===== config.mk =====
export PLATFORM = sky130hd
export DESIGN_NAME = tqvp_reg_arbiter_flat
export DESIGN_NICKNAME = d
export VERILOG_FILES = /design/src/rtl/tqvp_reg_arbiter_pkg.sv /design/src/rtl/tqvp_reg_arbiter_if.sv /design/src/rtl/tqvp_reg_arbiter_rr_pick2.sv /design/src/rtl/tqvp_reg_arbiter.sv /design/src/flat_wrapper.sv
export SDC_FILE = /design/constraint.sdc
export NUM_CORES = 1
export LEC_CHECK = 0
export BUFFER_PORTS_ARGS = -buffer_cell sky130_fd_sc_hd__buf_2
export CAP_MARGIN = 20
export CORE_ASPECT_RATIO = 0.9
export CORE_MARGIN = 10
export CORE_UTILIZATION = 45
export CTS_CLUSTER_DIAMETER = 30
export DETAILED_ROUTE_END_ITERATION = 7
export PLACE_DENSITY = 0.75
export SLEW_MARGIN = 20
export SYNTH_ARGS = -nofsm -noshare
export SYNTH_HDL_FRONTEND = slang
export SYNTH_SLANG_ARGS = --single-unit

===== constraint.sdc =====
create_clock -name clk -period 1.7 [get_ports clk]
set_input_delay 0.34 -clock clk [delete_from_list [all_inputs] [get_ports clk]]
set_output_delay 0.34 -clock clk [all_outputs]
set_load 0.02 [all_outputs]

===== src/rtl/tqvp_reg_arbiter_pkg.sv =====
// tqvp_arb_pkg: shared types and constants for the TinyQV register-port arbiter.
//   arb_state_t   : arbiter FSM states
//   REQ_SPI/SEQ   : requester ids as seen on grant_id
//   LOCK_CNT_W    : width of the consecutive-lock counter
package tqvp_arb_pkg;

   typedef enum logic [1:0] {IDLE, ACCESS, ACK} arb_state_t;

   localparam logic REQ_SPI = 1'b0;
   localparam logic REQ_SEQ = 1'b1;

   localparam int LOCK_CNT_W = 4;

endpackage


===== src/rtl/tqvp_reg_arbiter_if.sv =====
// tqvp_reg_arbiter_if: one requester's single-beat command/ack channel.
//   req/we/lock/addr/wdata : command, driven by the requester
//   ack/rdata              : completion pulse and read data, driven by the arbiter
//   master : requester side, slave : arbiter side
interface tqvp_reg_arbiter_if #(
   parameter int ADDR_W = 4,
   parameter int DATA_W = 8
);

   logic              req;
   logic              we;
   logic              lock;
   logic [ADDR_W-1:0] addr;
   logic [DATA_W-1:0] wdata;
   logic              ack;
   logic [DATA_W-1:0] rdata;

   modport master (output req, we, lock, addr, wdata, input ack, rdata);
   modport slave  (input req, we, lock, addr, wdata, output ack, rdata);

endinterface


===== src/rtl/tqvp_reg_arbiter_rr_pick2.sv =====
// tqvp_rr_pick2: combinational two-way round-robin picker.
//   req_i   : request vector {r1, r0}
//   last_i  : requester granted last
//   force_i : lock budget exhausted, tie must go away from last_i
//   hold_i  : last grant was locked, tie stays with last_i
//   win_o   : chosen requester, valid_o : any request present
module tqvp_rr_pick2 (
   input  logic [1:0] req_i,
   input  logic       last_i,
   input  logic       force_i,
   input  logic       hold_i,
   output logic       win_o,
   output logic       valid_o
);

   assign valid_o = |req_i;

   // A single requester always wins; a tie goes to last_i only under an unexpired lock.
   assign win_o = (req_i == 2'b11) ? ((hold_i && !force_i) ? last_i : ~last_i) : req_i[1];

endmodule


===== src/rtl/tqvp_reg_arbiter.sv =====
// tqvp_reg_arbiter: shares the peripheral register port between the SPI bridge (r0)
// and the sequencer (r1) with round-robin grant and a bounded lock.
//   clk, rst            : clock, asynchronous active-high reset
//   r0, r1              : requester channels (slave side)
//   address/data_in     : command to the peripheral, held outside ACCESS
//   data_write          : one-cycle write strobe, only in ACCESS
//   data_out            : peripheral read data, combinational on address
//   busy                : high in ACCESS or ACK
//   grant_id            : requester currently or last granted
module tqvp_reg_arbiter
   import tqvp_arb_pkg::*;
#(
   parameter int ADDR_W   = 4,
   parameter int DATA_W   = 8,
   parameter int LOCK_MAX = 4
) (
   input  logic               clk,
   input  logic               rst,
   tqvp_reg_arbiter_if.slave  r0,
   tqvp_reg_arbiter_if.slave  r1,
   output logic [ADDR_W-1:0]  address,
   output logic [DATA_W-1:0]  data_in,
   output logic               data_write,
   input  logic [DATA_W-1:0]  data_out,
   output logic               busy,
   output logic               grant_id
);

   arb_state_t            state_q, state_d;
   logic                  grant_q, grant_d;
   logic                  hold_q, hold_d;
   logic                  force_q, force_d;
   logic [LOCK_CNT_W-1:0] lock_cnt_q, lock_cnt_d;
   logic [ADDR_W-1:0]     addr_q, addr_d;
   logic [DATA_W-1:0]     wdata_q, wdata_d;
   logic                  write_q, write_d;
   logic [DATA_W-1:0]     rdata0_q, rdata0_d;
   logic [DATA_W-1:0]     rdata1_q, rdata1_d;

   logic                  win, valid, sel_we, sel_lock;
   logic [ADDR_W-1:0]     sel_addr;
   logic [DATA_W-1:0]     sel_wdata;
   logic [LOCK_CNT_W-1:0] run;

   tqvp_rr_pick2 u_pick (
      .req_i   ({r1.req, r0.req}),
      .last_i  (grant_q),
      .force_i (force_q),
      .hold_i  (hold_q),
      .win_o   (win),
      .valid_o (valid)
   );

   assign sel_we    = win ? r1.we    : r0.we;
   assign sel_lock  = win ? r1.lock  : r0.lock;
   assign sel_addr  = win ? r1.addr  : r0.addr;
   assign sel_wdata = win ? r1.wdata : r0.wdata;

   // Length of the locked run this grant would extend; a grant to the other side starts a new run.
   assign run = (win == grant_q) ? lock_cnt_q + LOCK_CNT_W'(1) : LOCK_CNT_W'(1);

   always_comb begin
      state_d    = state_q;
      grant_d    = grant_q;
      hold_d     = hold_q;
      force_d    = force_q;
      lock_cnt_d = lock_cnt_q;
      addr_d     = addr_q;
      wdata_d    = wdata_q;
      write_d    = 1'b0;
      rdata0_d   = rdata0_q;
      rdata1_d   = rdata1_q;
      case (state_q)
         IDLE: if (valid) begin
            state_d    = ACCESS;
            grant_d    = win;
            addr_d     = sel_addr;
            wdata_d    = sel_wdata;
            write_d    = sel_we;
            force_d    = sel_lock && (run == LOCK_CNT_W'(LOCK_MAX));
            hold_d     = sel_lock && !force_d;
            lock_cnt_d = hold_d ? run : '0;
         end
         ACCESS: begin
            state_d = ACK;
            if (!write_q) begin
               if (grant_q) rdata1_d = data_out;
               else rdata0_d = data_out;
            end
         end
         default: state_d = IDLE;
      endcase
   end

   // hold_q resets high with grant_q = r0 so the first tie after reset goes to r0.
   always_ff @(posedge clk or posedge rst) begin
      if (rst) begin
         state_q    <= IDLE;
         grant_q    <= REQ_SPI;
         hold_q     <= 1'b1;
         force_q    <= 1'b0;
         lock_cnt_q <= '0;
         addr_q     <= '0;
         wdata_q    <= '0;
         write_q    <= 1'b0;
         rdata0_q   <= '0;
         rdata1_q   <= '0;
      end else begin
         state_q    <= state_d;
         grant_q    <= grant_d;
         hold_q     <= hold_d;
         force_q    <= force_d;
         lock_cnt_q <= lock_cnt_d;
         addr_q     <= addr_d;
         wdata_q    <= wdata_d;
         write_q    <= write_d;
         rdata0_q   <= rdata0_d;
         rdata1_q   <= rdata1_d;
      end
   end

   assign address    = addr_q;
   assign data_in    = wdata_q;
   assign data_write = write_q;
   assign busy       = state_q != IDLE;
   assign grant_id   = grant_q;
   assign r0.ack     = (state_q == ACK) && (grant_q == REQ_SPI);
   assign r1.ack     = (state_q == ACK) && (grant_q == REQ_SEQ);
   assign r0.rdata   = rdata0_q;
   assign r1.rdata   = rdata1_q;

endmodule


===== src/flat_wrapper.sv =====
// flat-port wrapper written by rule: the top's interface ports become plain ports
module tqvp_reg_arbiter_flat import tqvp_arb_pkg::*;
#(
   parameter int ADDR_W   = 4,
   parameter int DATA_W   = 8,
   parameter int LOCK_MAX = 4
)
  (clk, rst, address, data_in, data_write, data_out, busy, grant_id, r0_req, r0_we, r0_lock, r0_addr, r0_wdata, r0_ack, r0_rdata, r1_req, r1_we, r1_lock, r1_addr, r1_wdata, r1_ack, r1_rdata);
  tqvp_reg_arbiter_if #(.ADDR_W(ADDR_W), .DATA_W(DATA_W)) r0_i ();
  tqvp_reg_arbiter_if #(.ADDR_W(ADDR_W), .DATA_W(DATA_W)) r1_i ();
  input  logic clk;
  input  logic rst;
  output logic [ADDR_W-1:0] address;
  output logic [DATA_W-1:0] data_in;
  output logic data_write;
  input  logic [DATA_W-1:0] data_out;
  output logic busy;
  output logic grant_id;
  input wire logic [$bits(r0_i.req)-1:0] r0_req;
  input wire logic [$bits(r0_i.we)-1:0] r0_we;
  input wire logic [$bits(r0_i.lock)-1:0] r0_lock;
  input wire logic [$bits(r0_i.addr)-1:0] r0_addr;
  input wire logic [$bits(r0_i.wdata)-1:0] r0_wdata;
  output wire logic [$bits(r0_i.ack)-1:0] r0_ack;
  output wire logic [$bits(r0_i.rdata)-1:0] r0_rdata;
  input wire logic [$bits(r1_i.req)-1:0] r1_req;
  input wire logic [$bits(r1_i.we)-1:0] r1_we;
  input wire logic [$bits(r1_i.lock)-1:0] r1_lock;
  input wire logic [$bits(r1_i.addr)-1:0] r1_addr;
  input wire logic [$bits(r1_i.wdata)-1:0] r1_wdata;
  output wire logic [$bits(r1_i.ack)-1:0] r1_ack;
  output wire logic [$bits(r1_i.rdata)-1:0] r1_rdata;
  assign r0_i.req = r0_req;
  assign r0_i.we = r0_we;
  assign r0_i.lock = r0_lock;
  assign r0_i.addr = r0_addr;
  assign r0_i.wdata = r0_wdata;
  assign r0_ack = r0_i.ack;
  assign r0_rdata = r0_i.rdata;
  assign r1_i.req = r1_req;
  assign r1_i.we = r1_we;
  assign r1_i.lock = r1_lock;
  assign r1_i.addr = r1_addr;
  assign r1_i.wdata = r1_wdata;
  assign r1_ack = r1_i.ack;
  assign r1_rdata = r1_i.rdata;
  tqvp_reg_arbiter #(.ADDR_W(ADDR_W), .DATA_W(DATA_W), .LOCK_MAX(LOCK_MAX)) u_core (.clk(clk), .rst(rst), .r0(r0_i), .r1(r1_i), .address(address), .data_in(data_in), .data_write(data_write), .data_out(data_out), .busy(busy), .grant_id(grant_id));
endmodule

==> out/qor.txt <==
Min setup slack post-route = 0.102 ns
Insertion delay of the later-clocked pin in the worst-skew pair = 0.29 ns
Number of levels the H-tree was split into = 2
Max-slew violation count = 0
Crit Path Max Fanout = 7
Inserted Diodes = 0
Number of flops mapped to enable cells by yosys = 0
VDD IR-drop max = 1.06 mV
Routed len/inst = 15.6 µm
Unique cell type count in the Yosys netlist = 40
Number of setup buffers added after CTS = 0
Cell breakdown of the critical path = buf_4, nor3b_1, buf_2
Violation count after the first detailed-route iteration = 54
P_leak = 1.22 nW
Setup slack on the worst flop-to-flop path = 0.12 ns
Detailed-route via count = 1,415
Switching power share of the total = 41.5%
Final core area utilization = 59.5%
Number of design rule violations left after detail routing = 0
TritonCTS Buffers = 5
Die width = 87.6 µm
CTS tree = done
Worst reg-to-reg path cell count = 6
Maximum number of pins on one net before global-route repair = 39
Placement-stage worst setup slack = 0.0851 ns
FF+latch count, synth = 38
Post-synth design cell area = 1850 µm²
Sum of overflow across all layers after global routing = 0
Floorplan Core Area = 4020 µm²
Initial core utilization = 46.0%
Arrival time of the worst setup path = 1.26 ns
Post-synthesis area per instance = 12.3 µm²
Critical register-to-register path endpoint = u_core.force_q
Delay-heaviest family, CP = flip-flops
Rel. slew slack = 69.1%
Total of max-cap violations = 0
Wire length of the first global-routing pass = 7170 µm
Number of iterations in the first detailed-routing pass = 4
Synthesized instance count = 150
Switching power summed over all nets = 1.87 mW
Clock transition at the register clock pins on the worst setup and hold paths after CTS = 0.08 ns
Sequential cell fraction of total power = 35.2%
Layout cell share with drive strength beyond 1 = 51.7%
Post-detailed-routing wire length = 4360 µm
Number of buffers between clock root and the deepest sink = 2
Share of the clock period used by the worst path = 94.0%
Critical Path Slowest Stage Cell = sky130_fd_sc_hd__dfrtp_2
Net total in the final layout = 272
Worst EP required = 1.36 ns
Vias per inst = 5.05
Resize count post-CTS = 0
Clock group share of total power = 14.1%
Post-Syn Nets = 191
Tmin final = 1.60 ns
Fmax achieved = 626 MHz
Run status = finished clean
Largest stage delay on the critical path = 0.46 ns
Worst clock skew on the final layout = 0.00836 ns
Area added between synthesis and finish = 29.3%
Vias in the first global route = 1,504
Type of the tightest min-delay check = in2async
TritonCTS Sinks = 38
Height of the chip = 80.8 µm
Number of hold-repair buffers added at the cts stage = 0
Count of buffers inserted at the top-level ports = 72
Initial antenna violation count = 0
Top_reg_cell synth = sky130_fd_sc_hd__dfrtp_1
Final GP Congestion = 0.871
Clock Tree Root = sky130_fd_sc_hd__clkbuf_8
Origin of the critical flop-to-flop path = u_core.lock_cnt_q[1]
WP buf/inv = 2
Post-route ant nets = 0
Final number of hold-violating endpoints = 0
Area of the die = 7080 µm²
Final setup vio count = 0
Placed wire-length estimate = 3460 µm
Internal power contribution = 2.64 mW
Proportion of synthesized chip area in sequential cells = 51.5%
Kind of launch point of the worst setup path = flip-flop
Crit end category = primary output
Areal power density over the cells = 1890 nW/µm²
# rows = 22
Logic gate share of total power = 50.7%
Count of boundary I/O pins = 73
Fraction of registers with async set or reset after synthesis = 100%
Least-Margin Pin Slew = 0.464 ns
Count of warnings emitted by yosys = 0
Gr usage total = 12.5%
Category of the most critical setup path = reg2out
-- worst min-delay path, delay by kind of cell --
kind,cells,cell delay [ns]
buffers and inverters,3,0.53
-- layer usage --
| metal | wire, µm | vias up | GRT usage (%) |
|---|---|---|---|
| met1 | 1850 | 664 | 15.2 |
| li1 | - | 691 | - |
| met5 | 0 | - | 0 |
| met3 | 411 | 6 | 5.80 |
| met2 | 2050 | 54 | 19.9 |
| met4 | 43 | 0 | 2.87 |
-- Yosys cell counts, types with 2 or more instances --
library cell / number / area, µm²
sky130_fd_sc_hd__buf_6: 2 / 22.5
sky130_fd_sc_hd__nor3b_1: 2 / 15.0
sky130_fd_sc_hd__nand2b_1: 4 / 25.0
sky130_fd_sc_hd__o21ai_1: 15 / 75.1
sky130_fd_sc_hd__or2_1: 2 / 12.5
sky130_fd_sc_hd__nand2_1: 20 / 75.1
sky130_fd_sc_hd__inv_2: 2 / 7.51
sky130_fd_sc_hd__buf_2: 4 / 20.0
sky130_fd_sc_hd__mux2_2: 8 / 90.1
sky130_fd_sc_hd__nor2_1: 2 / 7.51
sky130_fd_sc_hd__dfrtp_1: 37 / 926
sky130_fd_sc_hd__mux2_4: 8 / 120
sky130_fd_sc_hd__inv_1: 2 / 7.51
sky130_fd_sc_hd__a21o_1: 2 / 15.0
sky130_fd_sc_hd__nor3b_4: 2 / 37.5
sky130_fd_sc_hd__mux2i_1: 14 / 140
-- how the worst max path moves through the flow --
| stage | start | endpoint | slack, ns | cells after the start |
|---|---|---|---|---|
| after floorplan | u_core.grant_id | u_core.r1.rdata[0] | 0.12 | 4 |
| after global placement | u_core.hold_q | u_core.force_q | 0.13 | 5 |
| after detailed placement | u_core.lock_cnt_q[1] | u_core.force_q | 0.09 | 6 |
| after CTS | u_core.grant_id | r0_ack | 0.07 | 3 |
| after global routing | u_core.lock_cnt_q[1] | u_core.force_q | -0.03 | 6 |
| final | u_core.grant_id | r0_ack | 0.10 | 3 |
-- placed cells by master (no fill, tap or decap), drive strengths merged, types with 2 or more instances in the layout --
cell	instances
nand2	20
nor3b	4
mux2	16
clkbuf	6
nor2	3
or2	2
buf	80
mux2i	14
inv	4
a21o	2
o21ai	16
dfrtp	37
nand2b	4
-- stage by stage --
stage	std cells	power (mW)	setup TNS (ns)	area, µm²	hold slack (ns)
2_1_floorplan	150	3.16	0	1850	0.459
4_1_cts	280	4.54	0	2380	0.164
3_5_place_dp	272	3.89	0	2290	0.472
3_3_place_gp	272	3.85	0	2290	0.462
6_report	280	4.51	0	2390	0.144
5_1_grt	280	4.83	-0.0287	2390	0.182
-- registers in the layout, summed over array words and instances (netlist names) --
register,count
u_core.address,4
u_core.data_in,8
u_core.data_write,1
u_core.force_q,1
u_core.grant_id,1
u_core.hold_q,1
u_core.lock_cnt_q,4
u_core.r0.rdata,8
u_core.r1.rdata,8
u_core.state_q,2
-- cell type report --
class / count / area (µm²)
fillers: 320 / 1630
well taps: 48 / 60.1
inverters: 4 / 15.0
flip-flops and latches: 38 / 953
multi-input cells: 102 / 847
clock inverters: 2 / 12.5
repair buffers: 80 / 420
clock buffers: 6 / 82.6
-- logic make-up (layout without fill, tap and decap cells) --
logic type / count (synthesis) / after routing / share of synthesized area [%]
XOR/XNOR: 1 / 1 / 0.474
multiplexers: 30 / 30 / 18.9
AND/OR/NAND/NOR: 42 / 42 / 13.9
adder cells (fa/ha/maj): 1 / 1 / 0.676
flip-flops: 38 / 38 / 51.5
AO/OA/AOI/OAI: 28 / 28 / 11.4
buffers and inverters: 10 / 92 / 3.11
-- power groups by stage --
| stage | sequential (mW) | combinational, mW | clock, mW |
|---|---|---|---|
| global placement | 1.57 | 2.28 | 0 |
| detailed placement | 1.59 | 2.30 | 0 |
| global route | 1.65 | 2.48 | 0.693 |
| CTS | 1.59 | 2.31 | 0.646 |
| floorplan | 2.02 | 1.15 | 0 |
| finish | 1.59 | 2.29 | 0.637 |
Note: power is estimated with default switching activity, not from simulation.
